**src/rtl/serial_add_pkg.sv**
```systemverilog
// Shared types and helpers for the bit-serial adder sequencer.
// Latency: none (declarations only).
// Backpressure: not applicable.
package serial_add_pkg;

    typedef enum logic [1:0] {
        IDLE = 2'd0,
        RUN  = 2'd1,
        DONE = 2'd2
    } state_t;

    // Bit-counter width: must hold the values 0..width.
    function automatic int cnt_width(input int width);
        return $clog2(width + 1);
    endfunction

endpackage

```
**src/rtl/fa_cell.sv**
```systemverilog
// One-bit full adder cell, reused every cycle by the serial sequencer.
// Latency: purely combinational.
// Backpressure: none.
module fa_cell (
    input  logic a,
    input  logic b,
    input  logic ci,
    output logic s,
    output logic co
);

    assign s  = a ^ b ^ ci;
    assign co = (a & b) | (a & ci) | (b & ci);

endmodule

```
**src/rtl/serial_add_seq.sv**
```systemverilog
// Bit-serial A+B+Cin using a single full-adder cell, LSB first.
// Latency: busy for WIDTH cycles after the accepting edge, then a one-cycle done.
// Backpressure: start is ignored while busy (no queueing); DONE accepts back-to-back.
module serial_add_seq
    import serial_add_pkg::*;
#(
    parameter int WIDTH = 8,
    parameter int CNT_W = cnt_width(WIDTH)
) (
    input  logic             clk,
    input  logic             rst_n,
    input  logic             start,
    input  logic [WIDTH-1:0] A,
    input  logic [WIDTH-1:0] B,
    input  logic             Cin,
    output logic             busy,
    output logic             done,
    output logic [WIDTH-1:0] S,
    output logic             Cout
);

    // The partial-sum register keeps only the upper WIDTH-1 collected bits;
    // the bit that would fall off its LSB is exactly the one that lands in S[0]
    // on the final cycle, so it never needs storing.
    localparam int SW = (WIDTH > 1) ? WIDTH - 1 : 1;
    localparam logic [CNT_W-1:0] CNT_LAST = CNT_W'(WIDTH - 1);

    state_t           state;
    logic [WIDTH-1:0] a_sh;
    logic [WIDTH-1:0] b_sh;
    logic [SW-1:0]    s_sh;
    logic [SW-1:0]    s_sh_next;
    logic [WIDTH-1:0] s_full;
    logic             c;
    logic [CNT_W-1:0] cnt;
    logic             s_bit;
    logic             c_out;

    fa_cell u_fa (
        .a  (a_sh[0]),
        .b  (b_sh[0]),
        .ci (c),
        .s  (s_bit),
        .co (c_out)
    );

    // Full sum as it would look after this cycle's bit enters the MSB.
    if (WIDTH == 1) begin : g_w1
        assign s_full    = s_bit;
        assign s_sh_next = s_sh;
    end else begin : g_wn
        assign s_full    = {s_bit, s_sh};
        assign s_sh_next = s_full[WIDTH-1:1];
    end

    assign busy = (state == RUN);
    assign done = (state == DONE);

    // Sequencer: operand capture, one bit per cycle, result commit on the last bit.
    always_ff @(posedge clk or negedge rst_n) begin
        if (!rst_n) begin
            state <= IDLE;
            a_sh  <= '0;
            b_sh  <= '0;
            s_sh  <= '0;
            c     <= 1'b0;
            cnt   <= '0;
            S     <= '0;
            Cout  <= 1'b0;
        end else begin
            case (state)
                IDLE, DONE: begin
                    if (start) begin
                        a_sh  <= A;
                        b_sh  <= B;
                        c     <= Cin;
                        cnt   <= '0;
                        state <= RUN;
                    end else begin
                        state <= IDLE;
                    end
                end
                RUN: begin
                    a_sh <= a_sh >> 1;
                    b_sh <= b_sh >> 1;
                    s_sh <= s_sh_next;
                    c    <= c_out;
                    cnt  <= cnt + CNT_W'(1);
                    if (cnt == CNT_LAST) begin
                        S     <= s_full;
                        Cout  <= c_out;
                        state <= DONE;
                    end
                end
                default: state <= IDLE;
            endcase
        end
    end

endmodule

```
**config.mk**
```make
export PLATFORM = sky130hd
export DESIGN_NAME = serial_add_seq
export DESIGN_NICKNAME = d
export VERILOG_FILES = /design/src/rtl/serial_add_pkg.sv /design/src/rtl/fa_cell.sv /design/src/rtl/serial_add_seq.sv
export SDC_FILE = /design/constraint.sdc
export NUM_CORES = 1
export LEC_CHECK = 0
export BUFFER_PORTS_ARGS = -buffer_cell sky130_fd_sc_hd__buf_2
export CAP_MARGIN = 20
export CORE_AREA = 10 10 73 59
export CTS_BUF_LIST = sky130_fd_sc_hd__clkbuf_16
export CTS_CLUSTER_SIZE = 8
export DETAILED_ROUTE_END_ITERATION = 16
export DIE_AREA = 0 0 83 69
export MAX_ROUTING_LAYER = met4
export PLACE_DENSITY_LB_ADDON = 0.2
export SKIP_LAST_GASP = 1
export SYNTH_ARGS = -nofsm -noshare
export SYNTH_HDL_FRONTEND = slang
export SYNTH_SLANG_ARGS = --single-unit
```
**constraint.sdc**
```tcl
create_clock -name clk -period 4.3 [get_ports clk]
set_clock_uncertainty 0.15 [all_clocks]
set_input_delay 0.645 -clock clk [delete_from_list [all_inputs] [get_ports clk]]
set_output_delay 0.645 -clock clk [all_outputs]
set_load 0.02 [all_outputs]
```
### Yosys cells after proc, flatten, opt, wreduce, memory -nomap -nowiden

Cells that the tools add are included.

* bits in registers: 39

* add/sub/neg operators: 1
* equality and inequality tests: 5
* mux-type cells: 11
* bitwise operators: 7
* reductions and logical operators: 5

Operator list (number)
* $pmux 8 s2: 2
* $mux 8: 2
* $pmux 4 s2: 1
* $add 4x1->4 const B: 1
* $eq 4x3->1 const B: 1
* $mux 4: 1
* $pmux 2 s2: 1
* $reduce_and 2->1: 2
* $and 1x1->1: 3
* $eq 2x1->1 const B: 1
* $eq 2x2->1 const B: 1
* $logic_not 2->1: 1
* $mux 1: 2
* $mux 2: 1
* $ne 2x1->1 const B: 1
* $ne 2x2->1 const B: 1
* $or 1x1->1: 2
* $pmux 1 s2: 1
* $reduce_bool 2->1: 1
* $reduce_or 2->1: 1
* $xor 1x1->1: 2

### Depth between registers and ports, before layout

* word-level depth: 4
* mapped depth: 5
* mapped depth without buffers: 4

### Cells and area by module

Synthesis repeated with hierarchy kept, for this count alone.

* cells, all modules: 113
* area total of the unflattened synthesis: 1627.8 sq um

By module, submodules not included
* serial_add_seq: instances 1, cells each 112, area an instance 1607.8 sq um
* fa_cell: instances 1, cells each 1, area an instance 20.0 sq um

### Least setup slack after synthesis

No wires, ideal clock.

* kind: input -> register
* start: in start
* end: reg cnt[2]
* setup time: 0.121 ns
* data arrival time: 1.414 ns
* data required time: 4.029 ns
* setup slack: 2.615 ns
* cell stages on the path: 5
* buffers on the path: 2
* path through: nor2b_1 > buf_2 > buf_2 > mux2i_1 > a22o_1

* cells in the longest elaborated chain, start to end: 2

RTL lines
* start, declared: RTL line serial_add_seq.sv:12 `input logic start,`
* $ne 2x2->1 (no line)
* $reduce_and 2->1 (no line)
* end signal, assigned: RTL line serial_add_seq.sv:88 `cnt <= cnt + CNT_W'(1);`
* end, declared: RTL line serial_add_seq.sv:35 `logic [CNT_W-1:0] cnt;`

No other way between the ends.
A chain may end at the register's enable or synchronous reset.

### Final worst setup path

* start: reg state[1]
* end: reg S[5]

* cells in the longest elaborated chain, start to end: 2

RTL lines
* start, declared: RTL line serial_add_seq.sv:28 `state_t state;`
* start signal, assigned: RTL line serial_add_seq.sv:62 `state <= IDLE;`
* start signal, assigned: RTL line serial_add_seq.sv:78 `state <= RUN;`
* start signal, assigned: RTL line serial_add_seq.sv:80 `state <= IDLE;`
* $eq 2x1->1: RTL line serial_add_seq.sv:71 `case (state)`
* $reduce_and 2->1 (no line)
* end signal, assigned: RTL line serial_add_seq.sv:90 `S <= s_full;`
* end, declared: RTL line serial_add_seq.sv:18 `output logic [WIDTH-1:0] S,`

No other way between the ends.

==> Implementation_results.wiki <==
{| class="wikitable"
! Metric !! Value
|-
| Synth unique cells || 18
|-
| CTS root buffer || clkbuf_16
|-
| Nature of the critical path endpoint || flop
|-
| Run status || finished clean
|-
| Type of the worst min-delay path || primary input to asynchronous set/reset pin
|-
| Global-route wire length before repair || 5.31 mm
|-
| Initial core utilization || 56.3%
|-
| Overall track demand over capacity in global routing || 11.4%
|-
| Slack of the critical path || 2.08 ns
|-
| Layout fillers || 244
|-
| Leak || 1.01 nW
|-
| Vias after detailed routing || 1,023
|-
| Cell taking the most area after synthesis || dfrtp_1
|-
| Instance count of the mapped netlist || 113
|-
| Maximum number of pins on one net before global-route repair || 40
|-
| Total number of yosys warnings || 0
|-
| Critical path type || flop to flop
|-
| Count of flip-flops with a built-in enable after synthesis || 0
|-
| Number of optimization iterations in the first detailed-route pass || 4
|-
| DRC errors left || 0
|-
| Synthesized area per cell || 14.4 sq um
|-
| Transition time of the tightest slew-check pin || 0.841 ns
|-
| Gates resized, CTS repair || 0
|-
| Minimum clock period || 2.22 ns
|-
| Startpoint Class || flop
|-
| Ys async rst share || 100%
|-
| DR vias/cell || 5.65
|-
| TritonCTS clock tree || done
|-
| Critical path data required time || 4.31 ns
|-
| GR Overflow Total || 0
|-
| Final Hold Fails || 0
|-
| Number of buffers inserted by post-CTS setup repair || 0
|-
| Crit path cell chain || and2b_4 -> nor3b_2 -> mux2_2
|-
| Max-Slew Margin vs Limit || 43.9%
|-
| Max Cap Violations || 0
|-
| Core outline area || 2890 sq um
|-
| Highest-count cells in the layout ignoring fill and taps || dfrtp_1 (39), buf_2 (30), a22o_1 (19)
|-
| Worst-case clock buffer depth || 2
|-
| Overall power || 0.00157 W
|-
| Number of buffers inserted during clock tree synthesis || 5
|-
| Sequential fraction of the synthesis area || 60.0%
|-
| Top Ports || 31
|-
| Input/output buffers || 30
|-
| Upper clock frequency limit || 0.450 GHz
|-
| Share of the synthesized area in the top cell type || 60.0%
|-
| Top cells by area, synth || dfrtp_1 (60%), mux2_2 (12%), a22o_1 (10%)
|-
| Critical Path Fanout Max || 31
|-
| Cell area after synthesis || 1630 sq um
|-
| Number of nets still failing antenna checks after routing || 0
|-
| Max-slew violation count || 0
|-
| Flops & latches, synth || 39
|-
| Overall die height || 69 microns
|-
| Number of sinks handled by clock tree synthesis || 39
|-
| Setup violations, final || 0
|-
| Crit path max-delay cell type || nor3b_2
|-
| NumNets Final || 166
|-
| Die outline width || 83 microns
|-
| Row Count || 17
|-
| Unrepaired setup endpoints after global routing || false
|-
| RD Place Congestion || 0.724
|-
| Detailed-route wire length per cell || 17.4 microns
|-
| Commonest register cell after synthesis || dfrtp_1
|-
| Final critical-path share of the clock period || 51.7%
|-
| DP Worst Slack || 2.08 ns
|-
| WL final || 3.15 mm
|-
| Number of H-tree branching levels || 2
|-
| Total power divided by cell area || 820 nW/um^2
|-
| Antenna diode instance count || 0
|-
| Count of buffering cells on the critical path with inverters included || 0
|-
| CTS hold repair buffers || 0
|-
| Stage delay of the slowest cell on the critical path || 0.68 ns
|-
| Share of post-route cells with drive strength above 1 || 39.2%
|-
| Final-layout setup total negative slack || 0 ns
|-
| Post-synthesis to final-layout area growth || 17.3%
|-
| Later-pin clock latency in the skew report || 0.27 ns
|-
| Leading cell type in the layout, fill and taps excluded || dfrtp_1
|-
| DR iter-0 viols || 115
|-
| Half-perimeter wire length after placement || 2.13 mm
|-
| Initial antenna violation count || 0
|-
| Net count of the mapped netlist || 135
|-
| Vias in the first global route || 1,148
|-
| Clock input transition at the sequential cells of the worst setup and hold paths || 0.05 ns
|-
| Peak supply drop || 0.000388 V
|-
| Die ar. || 5730 sq um
|-
| Data arrival time at the worst-slack endpoint || 2.23 ns
|-
| Category of cells accounting for the largest share of critical-path delay || simple AND/OR/NAND/NOR gates
|}
registers in the layout, indices dropped and copies added, names as in the netlist:
signal  cells
cnt         4
s_sh        7
a_sh        8
b_sh        8
S           8
c           1
state       2
Cout        1
cells by family after synthesis:
| family | share of synthesized area [%] |
|---|---|
| AOI/OAI and AO/OA | 17.4 |
| DFF | 60.0 |
| adders and majority gates | 2.00 |
| and+or+nand+nor | 4.38 |
| muxes | 13.0 |
| buffers and inverters | 3.23 |
routing by layer:
metal | track usage, % | up-vias | routed length, microns
met5 | - | - | 0
met4 | 5.43 | 0 | 27
met3 | 3.86 | 6 | 125
met2 | 17.9 | 26 | 1570
met1 | 12.9 | 519 | 1430
li1 | - | 472 | -
Yosys cell counts (2+ instances only):
library cell,number
dfrtp_1,39
a22o_1,19
mux2_2,17
a21o_1,15
buf_2,3
nand2_1,3
nor2b_1,3
buf_4,2
buf_6,2
mux2i_1,2
per-stage QoR:
| stage | utilization, % | area (sq um) | cells | hold WS, ns |
|---|---|---|---|---|
| 3_3_place_gp | 61.5 | 1780 | 175 | 0.308 |
| 2_1_floorplan | - | 1630 | 113 | 0.199 |
| 3_5_place_dp | 61.5 | 1780 | 175 | 0.316 |
| 5_1_grt | 66.0 | 1910 | 181 | 0.347 |
| 4_1_cts | 66.0 | 1910 | 181 | 0.328 |
| 6_report | 66.0 | 1910 | 181 | 0.327 |
final cells by class:
class                   instances  area, sq um  share of cell area [%]
flip-flops and latches         39          976                    51.1
clock inverters                 1         3.75                   0.197
well taps                      38         47.5                    2.49
clock buffers                   5          125                    6.55
multi-input cells              67          599                    31.4
repair buffers                 31          158                    8.26
report_power, final:
group | leakage (nW) | internal [W] | switching [W]
combinational | 0.459 | 0.000302 | 0.000284
sequential | 0.488 | 0.000540 | 0.000109
clock | 0.0669 | 0.000206 | 0.000124
total | 1.01 | 0.00105 | 0.000518
final timing paths:
kind | end | depth (start not counted) | start | slack, ns
min in group clk | a_sh[4]$_DFFE_PN0P_ | 1 | a_sh[4]$_DFFE_PN0P_ | 0.33
max reg2reg | S[5]$_DFFE_PN0P_ | 3 | state[1]$_DFFE_PN0P_ | 2.08
max | S[5]$_DFFE_PN0P_ | 3 | state[1]$_DFFE_PN0P_ | 2.08
max in group asynchronous | state[0]$_DFFE_PN0P_ | 1 | rst_n | 3.15
min reg2reg | a_sh[4]$_DFFE_PN0P_ | 1 | a_sh[4]$_DFFE_PN0P_ | 0.33
min | a_sh[6]$_DFFE_PN0P_ | 1 | rst_n | 0.33
(Power assumes the default switching activity.)
